$ cat config.mk
export PLATFORM = sky130hd
export DESIGN_NAME = hazard_stall_controller
export DESIGN_NICKNAME = d
export VERILOG_FILES = /design/src/rtl/pipeline_pkg.sv /design/src/rtl/reg_scoreboard.sv /design/src/rtl/hazard_stall_controller.sv
export SDC_FILE = /design/constraint.sdc
export NUM_CORES = 1
export LEC_CHECK = 0
export CELL_PAD_IN_SITES_DETAIL_PLACEMENT = 0
export CELL_PAD_IN_SITES_GLOBAL_PLACEMENT = 1
export CORE_MARGIN = 3
export CORE_UTILIZATION = 35
export CTS_CLUSTER_DIAMETER = 150
export DETAILED_ROUTE_END_ITERATION = 16
export DONT_BUFFER_PORTS = 1
export GPL_TIMING_DRIVEN = 0
export PLACE_DENSITY = 0.7
export SLEW_MARGIN = 15
export SYNTH_ARGS = -nofsm -noshare
export SYNTH_HDL_FRONTEND = slang
export SYNTH_SLANG_ARGS = --single-unit
$ cat constraint.sdc
create_clock -name clk -period 6.07 [get_ports clk]
set_input_delay 0.607 -clock clk [delete_from_list [all_inputs] [get_ports clk]]
set_output_delay 0.607 -clock clk [all_outputs]
set_load 0.005 [all_outputs]
$ cat src/rtl/pipeline_pkg.sv
// Shared pipeline types: control word layout, opcode constants and the
// hazard controller state encoding.
package pipeline_pkg;

    typedef struct packed {
        logic       wre;
        logic       wme;
        logic [1:0] wb_sel;
        logic [3:0] alu_op;
    } ctrl_word_t;

    localparam logic [3:0] OP_NOP = 4'b0000;
    localparam logic [3:0] OP_ADD = 4'b0001;
    localparam logic [3:0] OP_LDR = 4'b1001;
    localparam logic [3:0] OP_STR = 4'b1010;
    localparam logic [3:0] OP_BE  = 4'b0100;

    localparam logic [7:0] CTRL_NOP = 8'h00;

    typedef enum logic [1:0] {
        HZ_RUN   = 2'd0,
        HZ_STALL = 2'd1,
        HZ_FLUSH = 2'd2
    } hz_state_t;

endpackage

$ cat src/rtl/reg_scoreboard.sv
// Shift-register scoreboard of in-flight register writes (EX, MEM, WB) and
// the read-after-write compare against the sources of the decode instruction.
module reg_scoreboard
    import pipeline_pkg::*;
#(
    parameter int REG_ADDR_W = 4,
    parameter int SB_DEPTH   = 3
) (
    input  logic                  clk,
    input  logic                  rst_n,
    input  logic                  issue_wre_i,
    input  logic [REG_ADDR_W-1:0] issue_rd_i,
    input  logic                  id_valid_i,
    input  logic [REG_ADDR_W-1:0] id_rs1_i,
    input  logic [REG_ADDR_W-1:0] id_rs2_i,
    input  logic                  id_use_rs1_i,
    input  logic                  id_use_rs2_i,
    output logic                  hazard_o
);

    logic [SB_DEPTH-1:0]   valid_q;
    logic [SB_DEPTH-1:0]   valid_d;
    logic [REG_ADDR_W-1:0] rd_q [SB_DEPTH];
    logic [REG_ADDR_W-1:0] rd_d [SB_DEPTH];

    always_comb begin
        valid_d    = valid_q;
        rd_d       = rd_q;
        valid_d[0] = issue_wre_i;
        rd_d[0]    = issue_rd_i;
        for (int k = 1; k < SB_DEPTH; k++) begin
            valid_d[k] = valid_q[k-1];
            rd_d[k]    = rd_q[k-1];
        end
    end

    always_ff @(posedge clk or negedge rst_n) begin
        if (!rst_n) begin
            valid_q <= '0;
        end else begin
            valid_q <= valid_d;
        end
    end

    // Register addresses need no reset: they are qualified by valid_q.
    always_ff @(posedge clk) begin
        rd_q <= rd_d;
    end

    // The WB entry is still compared because the register file is written
    // on the edge that ends WB.
    always_comb begin
        hazard_o = 1'b0;
        for (int k = 0; k < SB_DEPTH; k++) begin
            if (valid_q[k] && ((id_use_rs1_i && (rd_q[k] == id_rs1_i)) ||
                               (id_use_rs2_i && (rd_q[k] == id_rs2_i)))) begin
                hazard_o = 1'b1;
            end
        end
        hazard_o = hazard_o & id_valid_i;
    end

endmodule

$ cat src/rtl/hazard_stall_controller.sv
// Decode-stage hazard/stall controller: RAW stalls from the scoreboard, IF/ID
// flush after taken branches, bubble insertion and saturating perf counters.
module hazard_stall_controller
    import pipeline_pkg::*;
#(
    parameter int REG_ADDR_W   = 4,
    parameter int SB_DEPTH     = 3,
    parameter int FLUSH_CYCLES = 2,
    parameter int PERF_W       = 16
) (
    input  logic                  clk,
    input  logic                  rst_n,
    input  logic                  id_valid,
    input  logic [REG_ADDR_W-1:0] id_rs1,
    input  logic [REG_ADDR_W-1:0] id_rs2,
    input  logic                  id_use_rs1,
    input  logic                  id_use_rs2,
    input  logic [REG_ADDR_W-1:0] id_rd,
    input  logic [7:0]            control_signals_in,
    input  logic                  ex_branch_taken,
    output logic [7:0]            control_signals_out,
    output logic                  stall_if,
    output logic                  flush_if_id,
    output logic                  bubble,
    output logic [PERF_W-1:0]     stall_count,
    output logic [PERF_W-1:0]     flush_count
);

    localparam int CNT_W = (FLUSH_CYCLES > 1) ? $clog2(FLUSH_CYCLES) : 1;

    function automatic logic [PERF_W-1:0] sat_inc(input logic [PERF_W-1:0] v);
        return (&v) ? v : v + PERF_W'(1);
    endfunction

    hz_state_t         state_q, state_d;
    logic [CNT_W-1:0]  fcnt_q, fcnt_d;
    logic [PERF_W-1:0] stall_cnt_q, stall_cnt_d;
    logic [PERF_W-1:0] flush_cnt_q, flush_cnt_d;
    logic              hazard;
    logic              branch;
    logic              issue_wre;
    ctrl_word_t        ctrl_in;

    assign ctrl_in   = ctrl_word_t'(control_signals_in);
    // A branch pulse seen while reset is held must not show up as a flush.
    assign branch    = ex_branch_taken & rst_n;
    assign issue_wre = ctrl_in.wre & id_valid & ~bubble;

    reg_scoreboard #(
        .REG_ADDR_W (REG_ADDR_W),
        .SB_DEPTH   (SB_DEPTH)
    ) u_sb (
        .clk          (clk),
        .rst_n        (rst_n),
        .issue_wre_i  (issue_wre),
        .issue_rd_i   (id_rd),
        .id_valid_i   (id_valid),
        .id_rs1_i     (id_rs1),
        .id_rs2_i     (id_rs2),
        .id_use_rs1_i (id_use_rs1),
        .id_use_rs2_i (id_use_rs2),
        .hazard_o     (hazard)
    );

    always_comb begin
        state_d     = state_q;
        fcnt_d      = fcnt_q;
        stall_if    = 1'b0;
        flush_if_id = 1'b0;
        bubble      = ~id_valid;
        case (state_q)
            HZ_FLUSH: begin
                flush_if_id = 1'b1;
                bubble      = 1'b1;
                // fcnt_q holds the FLUSH cycles still owed, including this one.
                if (fcnt_q <= CNT_W'(1)) begin
                    state_d = HZ_RUN;
                end else begin
                    fcnt_d = fcnt_q - CNT_W'(1);
                end
            end
            default: begin
                stall_if = hazard;
                bubble   = hazard | ~id_valid;
                state_d  = hazard ? HZ_STALL : HZ_RUN;
            end
        endcase
        if (branch) begin
            stall_if    = 1'b0;
            flush_if_id = 1'b1;
            bubble      = 1'b1;
            fcnt_d      = CNT_W'(FLUSH_CYCLES - 1);
            state_d     = (FLUSH_CYCLES > 1) ? HZ_FLUSH : HZ_RUN;
        end
    end

    always_comb begin
        stall_cnt_d = stall_if    ? sat_inc(stall_cnt_q) : stall_cnt_q;
        flush_cnt_d = flush_if_id ? sat_inc(flush_cnt_q) : flush_cnt_q;
    end

    always_ff @(posedge clk or negedge rst_n) begin
        if (!rst_n) begin
            state_q     <= HZ_RUN;
            fcnt_q      <= '0;
            stall_cnt_q <= '0;
            flush_cnt_q <= '0;
        end else begin
            state_q     <= state_d;
            fcnt_q      <= fcnt_d;
            stall_cnt_q <= stall_cnt_d;
            flush_cnt_q <= flush_cnt_d;
        end
    end

    assign control_signals_out = bubble ? CTRL_NOP : control_signals_in;
    assign stall_count         = stall_cnt_q;
    assign flush_count         = flush_cnt_q;

endmodule

==> impl_metrics.env, run 1 <==
export IMPL_grt_max_degree=38
export IMPL_synth_cells=208
export IMPL_ys_seq_area_frac=0.504
export IMPL_wl_mm=4.88
export IMPL_initial_core_util=0.363
export IMPL_yosys_warnings=0
export IMPL_h_tree_depth=2
export IMPL_ir_worst_vdd_v=0.000112
export IMPL_path_delay_family="compound AO/OA/AOI/OAI gates"
export IMPL_grt_first_pass_wirelength_mm=7.91
export IMPL_wl_per_cell_microns=16.6
export IMPL_synth_area_top_cells="dfrtp_1 (40%), xor2_1 (13%), dfxtp_1 (10%)"
export IMPL_synth_edf_count=0
export IMPL_clk_pin_slew_ps=90
export IMPL_num_antenna_cells=0
export IMPL_drive_gt1_frac=0.0968
export IMPL_drt_first_pass_iters=4
export IMPL_r2r_slack_ps=3850
export IMPL_area_growth_pct=8.91
export IMPL_drt_iter0_markers=51
export IMPL_slowest_delay_ps=630
export IMPL_io_pins=69
export IMPL_setup_viol=0
export IMPL_dp_hpwl_mm=3.54
export IMPL_max_freq_ghz=0.355
export IMPL_status="finished, final reports clean"
export IMPL_die_w_microns=87.3
export IMPL_fill_cells=639
export IMPL_dieArea_sq_mm=0.00763
export IMPL_worst_slew_pin_slew_ps=772
export IMPL_regToRegEndpoint="flush_count[13]"
export IMPL_final_cell_mix="dfrtp_1 (37), xor2_1 (35), xnor2_1 (18)"
export IMPL_p_per_area_mw_per_mm2=271
export IMPL_p_leak_nw=1.16
export IMPL_cts_setup_buffers=0
export IMPL_rsz0062_at_grt="false"
export IMPL_final_max_slew_viol_count=0
export IMPL_finish_utilization=0.395
export IMPL_port_buffers=0
export IMPL_coreArea_sq_mm=0.00639
export IMPL_cp_required_ps=5460
export IMPL_cp_max_fo=10
export IMPL_synth_top_area_cell="dfrtp_1"
export IMPL_synth_distinct_cells=35
export IMPL_ys_flop_type="dfrtp_1"
export IMPL_fin_nets=244
export IMPL_finalPower_mw=0.684
export IMPL_path_class="flop to output pin"
export IMPL_vias_per_cell=5.19
export IMPL_dp_cells=285
export IMPL_overflow=0
export IMPL_gp_congestion=0.766
export IMPL_crit_path_start_kind="flop"
export IMPL_ys_ff_latch=49
export IMPL_async_flop_share=0.755
export IMPL_arrival_ps=2210
export IMPL_syn_area_sq_mm=0.00232
export IMPL_cts_made_buffers=5
export IMPL_grt_pass1_vias=1511
export IMPL_slew_headroom=0.480
export IMPL_vias=1526
export IMPL_end_kind="output pin"
export IMPL_cts_sinks=49
export IMPL_min_path_type="input pin to asynchronous set/reset pin"
export IMPL_final_hold_viol_count=0
export IMPL_cts_tree="yes"
export IMPL_rows=29
export IMPL_antenna_left=0
export IMPL_grt_use_total=0.134
export IMPL_synth_fp_nets=236
export IMPL_instances_no_fill=294
export IMPL_period_share=0.464
export IMPL_maxCapViolCount=0
export IMPL_clockRootBuffer="clkbuf_8"
export IMPL_cts_max_path_buffers=2
export IMPL_avgSynthCellArea_sq_um=11.1
export IMPL_insertion_delay_ps=300
export IMPL_fin_skew_ps=12.4
export IMPL_period_needed_ps=2810
export IMPL_netlist_area_leader_share=0.400
export IMPL_cpMaxStageDelayCell="a2111oi_4"
export IMPL_final_common_cell="dfrtp_1"
export IMPL_worstPathBufferInverterCount=1
export IMPL_reg2regPathDepth=8
export IMPL_fp_dieH_microns=87.3
export IMPL_cp_cell_sequence="xor2_1 > nor3_1 > nand3_1 > nand2_2 > a2111oi_4 > clkbuf_2 > and3_1"
export IMPL_antenna_found_initial=0
export IMPL_drc=0
export IMPL_worst_r2r_startpoint="flush_count[0]"
export IMPL_finalSetupTns_ps=0
export IMPL_holdWs_ps=135
[power breakdown]
| group | internal (mW) | total, mW | switching, mW |
|---|---|---|---|
| logic | 0.0430 | 0.0847 | 0.0417 |
| clock network | 0.0932 | 0.198 | 0.105 |
| registers | 0.357 | 0.401 | 0.0435 |
[cell usage after synthesis (2+ instances only)]
| library cell | number |
|---|---|
| nor4_2 | 3 |
| dfxtp_1 | 12 |
| nor3_1 | 10 |
| inv_1 | 3 |
| ha_1 | 2 |
| dfrtp_1 | 37 |
| nand3_1 | 13 |
| and3_1 | 17 |
| and2_1 | 2 |
| xnor2_1 | 18 |
| nor2_1 | 5 |
| nor4b_1 | 3 |
| xor2_1 | 35 |
| a21oi_1 | 2 |
| nor4_1 | 6 |
| nand4_1 | 9 |
| nand2_1 | 13 |
[layer usage]
metal  part of all wire  vias to the layer above  GRT usage
li1                   -                      746          -
met1               0.44                      730      0.182
met2               0.47                       42      0.197
met3              0.078                        8     0.0464
met4              0.013                        0     0.0460
met5                  0                        -          0
[sequential cells by signal (all words and copies together), names as in the netlist]
signal,flops
flush_count,16
stall_count,16
state_q,2
u_sb.rd_d,8
u_sb.rd_q,4
u_sb.valid_q,3
[metrics by stage]
step	cell area (sq um)	worst slack (ps)
floorplan	2320	3600
global placement	2410	3320
detailed placement	2410	3310
CTS	2520	3210
global route	2520	3000
finish	2520	3260
[logic make-up (layout without fill, tap and decap cells)]
family	after synthesis	in the layout	synth area share
AO/OA/AOI/OAI	5	5	0.0270
XOR/XNOR	53	53	0.200
adder cells (fa/ha/maj)	2	2	0.0108
buffers and inverters	7	16	0.0157
flip-flops	49	49	0.504
multiplexers	3	3	0.0162
AND/OR/NAND/NOR	89	89	0.226
[repair_timing]
| item | in CTS | in global routing |
|---|---|---|
| endpoints found under the setup margin | 0 | 0 |
| hold endpoints to repair | 37 | 0 |
| hold buffers | 1 | 0 |
| resized for setup | 0 | 0 |
[area by class of cell]
type                       count  area (sq um)  area share
buffer                         4          25.0     0.00992
clock buffer                   8          90.1      0.0357
inverter                       3          11.3     0.00446
multi-input combinational    152          1110       0.441
sequential                    49          1170       0.462
tap                           77          96.3      0.0382
timing repair buffer           1          20.0     0.00794
[how the worst max path moves through the flow]
stage,startpoint,end,depth (start not counted)
floorplan,id_rs2[0],control_signals_out[0],7
global placement,id_rs2[0],control_signals_out[6],7
detailed placement,id_rs2[0],control_signals_out[4],7
CTS,u_sb.rd_d[0],control_signals_out[4],7
global route,u_sb.rd_d[3],control_signals_out[6],7
finish,u_sb.rd_d[0],control_signals_out[4],7
[worst register-to-register path, delay by kind of cell, from the launching register on]
| kind | cells | cell delay (ps) |
|---|---|---|
| DFF | 1 | 430 |
| and+or+nand+nor | 6 | 1280 |
| xor gates and xnor gates | 1 | 140 |
| adders and majority gates | 1 | 250 |
No activity file was read; power rests on OpenSTA's default activity.
==> run 2, diff against run 1 <==
==> constraint.sdc (replaced) <==
create_clock -name clk -period 2.7 [get_ports clk]
set_input_delay 0.27 -clock clk [delete_from_list [all_inputs] [get_ports clk]]
set_output_delay 0.27 -clock clk [all_outputs]
set_load 0.005 [all_outputs]
==> run 2 against run 1 <==
Worst setup slack worse by 3000 ps. Global-route usage grew 0.099 points. Non-clock buffer count grew 5. Sequential cell count stayed put. Critical path type unchanged. Highest routed layer unchanged.
==> impl_metrics.env, run 2 (synthesis results as in run 1) <==
export IMPL_p_seq_frac=0.584
export IMPL_drc=0
export IMPL_min_path_cells=1
export IMPL_met1_usage=0.183
export IMPL_grt_met2_usage=0.199
export IMPL_hold_start="control_signals_in[7]"
export IMPL_drt_first_pass_iters=4
export IMPL_maxCapViolCount=0
export IMPL_p_per_area_mw_per_mm2=600
export IMPL_busiest_layer="met2"
export IMPL_final_cell_area_sq_mm=0.00257
export IMPL_wl_per_cell_microns=16.4
export IMPL_finalPower_mw=1.54
export IMPL_worstPathBufferInverterCount=1
export IMPL_fp_dieH_microns=87.3
export IMPL_met3_usage=0.0464
export IMPL_vias=1536
export IMPL_port_buffers=0
export IMPL_p_int_mw=1.11
export IMPL_gp_congestion=0.766
export IMPL_holdWs_ps=123
export IMPL_finalSetupTns_ps=0
export IMPL_cts_resized=0
export IMPL_overflow=0
export IMPL_clockRootBuffer="clkbuf_8"
export IMPL_setup_ws_ps=267
export IMPL_slowest_delay_ps=580
export IMPL_cp_max_fo=10
export IMPL_insertion_delay_ps=300
export IMPL_worst_slew_pin_slew_ps=792
export IMPL_grt_pass1_vias=1529
export IMPL_setup_viol=0
export IMPL_antenna_left=0
export IMPL_antenna_found_initial=0
export IMPL_reg2regPathDepth=8
export IMPL_cts_setup_buffers=0
export IMPL_max_freq_ghz=0.411
export IMPL_cts_made_buffers=5
export IMPL_arrival_ps=2160
export IMPL_whs_endpoint="u_sb.valid_q[0]"
export IMPL_rows=29
export IMPL_dp_hpwl_mm=3.54
export IMPL_ir_worst_vdd_v=0.000251
export IMPL_coreArea_sq_mm=0.00639
export IMPL_grt_first_pass_wirelength_mm=7.97
export IMPL_crit_path_start_kind="flop"
export IMPL_fin_skew_ps=12.2
export IMPL_status="finished, final reports clean"
export IMPL_r2r_slack_ps=470
export IMPL_io_pins=69
export IMPL_period_needed_ps=2430
export IMPL_min_path_type="input pin to flop"
export IMPL_period_share=0.901
export IMPL_clk_pin_slew_ps=90
export IMPL_dieArea_sq_mm=0.00763
export IMPL_path_depth=7
export IMPL_dpl_cell_area_sq_mm=0.00241
export IMPL_drive_gt1_frac=0.0946
export IMPL_path_delay_family="compound AO/OA/AOI/OAI gates"
export IMPL_h_tree_depth=2
export IMPL_slew_headroom=0.467
export IMPL_power_switching_mw=0.429
export IMPL_drt_iter0_markers=65
export IMPL_path_class="flop to output pin"
export IMPL_cp_cell_sequence="xor2_1 > nor3_1 > nand3_1 > nand2_2 > a2111oi_4 > clkbuf_2 > and3_1"
export IMPL_grt_use_total=0.135
export IMPL_grt_max_degree=38
export IMPL_final_hold_viol_count=0
export IMPL_rsz0062_at_grt="false"
export IMPL_swShare=0.278
export IMPL_fin_nets=249
export IMPL_cts_tree="yes"
export IMPL_wl_mm=4.92
export IMPL_cpMaxStageDelayCell="a2111oi_4"
export IMPL_place_ws_ps=493
export IMPL_final_cell_mix="dfrtp_1 (37), xor2_1 (35), xnor2_1 (18)"
export IMPL_num_antenna_cells=0
export IMPL_initial_core_util=0.363
export IMPL_final_max_slew_viol_count=0
export IMPL_die_w_microns=87.3
export IMPL_clockPowerShare=0.288
export IMPL_area_growth_pct=11.1
export IMPL_end_kind="output pin"
export IMPL_final_common_cell="dfrtp_1"
export IMPL_cts_sinks=49
export IMPL_comb_power_share=0.128
export IMPL_p_leak_nw=1.19
export IMPL_cts_max_path_buffers=2
export IMPL_cp_required_ps=2430
export IMPL_regToRegEndpoint="flush_count[13]"
export IMPL_worst_r2r_startpoint="flush_count[0]"
export IMPL_vias_per_cell=5.14
## run 2: changes by cell type in the layout (fill, tap and decap cells not counted), sizes merged
cell	before	now
dlygate4sd3	0	5
## run 2: metal layers
layer,vias up,share of wire,wire [microns]
met1,730,0.44,2170
met3,8,0.079,390
li1,756,-,-
met2,42,0.47,2290
met4,0,0.013,62
met5,-,0,0
## run 2: power groups by stage
stage               combinational (mW)  sequential, mW  clock [mW]
floorplan                        0.149           0.895           0
global placement                 0.172           0.919           0
detailed placement               0.181           0.921           0
CTS                              0.203           0.905       0.467
global route                     0.226           0.912       0.504
finish                           0.197           0.901       0.445
## run 2: per-stage QoR
| stage | utilization | std cells |
|---|---|---|
| 3_5_place_dp | 0.378 | 285 |
| 3_3_place_gp | 0.378 | 285 |
| 2_1_floorplan | - | 208 |
| 6_report | 0.403 | 299 |
| 4_1_cts | 0.403 | 299 |
| 5_1_grt | 0.403 | 299 |
## run 2: how the worst max path moves through the flow
stage	to	from
floorplan	flush_count[15]	flush_count[0]
global placement	flush_count[15]	flush_count[0]
detailed placement	flush_count[13]	flush_count[0]
CTS	control_signals_out[4]	u_sb.rd_d[0]
global route	control_signals_out[6]	u_sb.rd_d[3]
finish	control_signals_out[4]	u_sb.rd_d[0]
## run 2: repair_timing
action                     4_1_cts  5_1_grt
hold buffers                     6        0
setup endpoints to repair        0        8
hold endpoints to repair        41        0
## run 2: final cells by class
cell class              count  area (sq um)
inverters                   3          11.3
well taps                  77          96.3
clock buffers               8          90.1
multi-input cells         152          1110
repair buffers              6          70.1
flip-flops and latches     49          1170
fillers                   634          3810
plain buffers               4          25.0
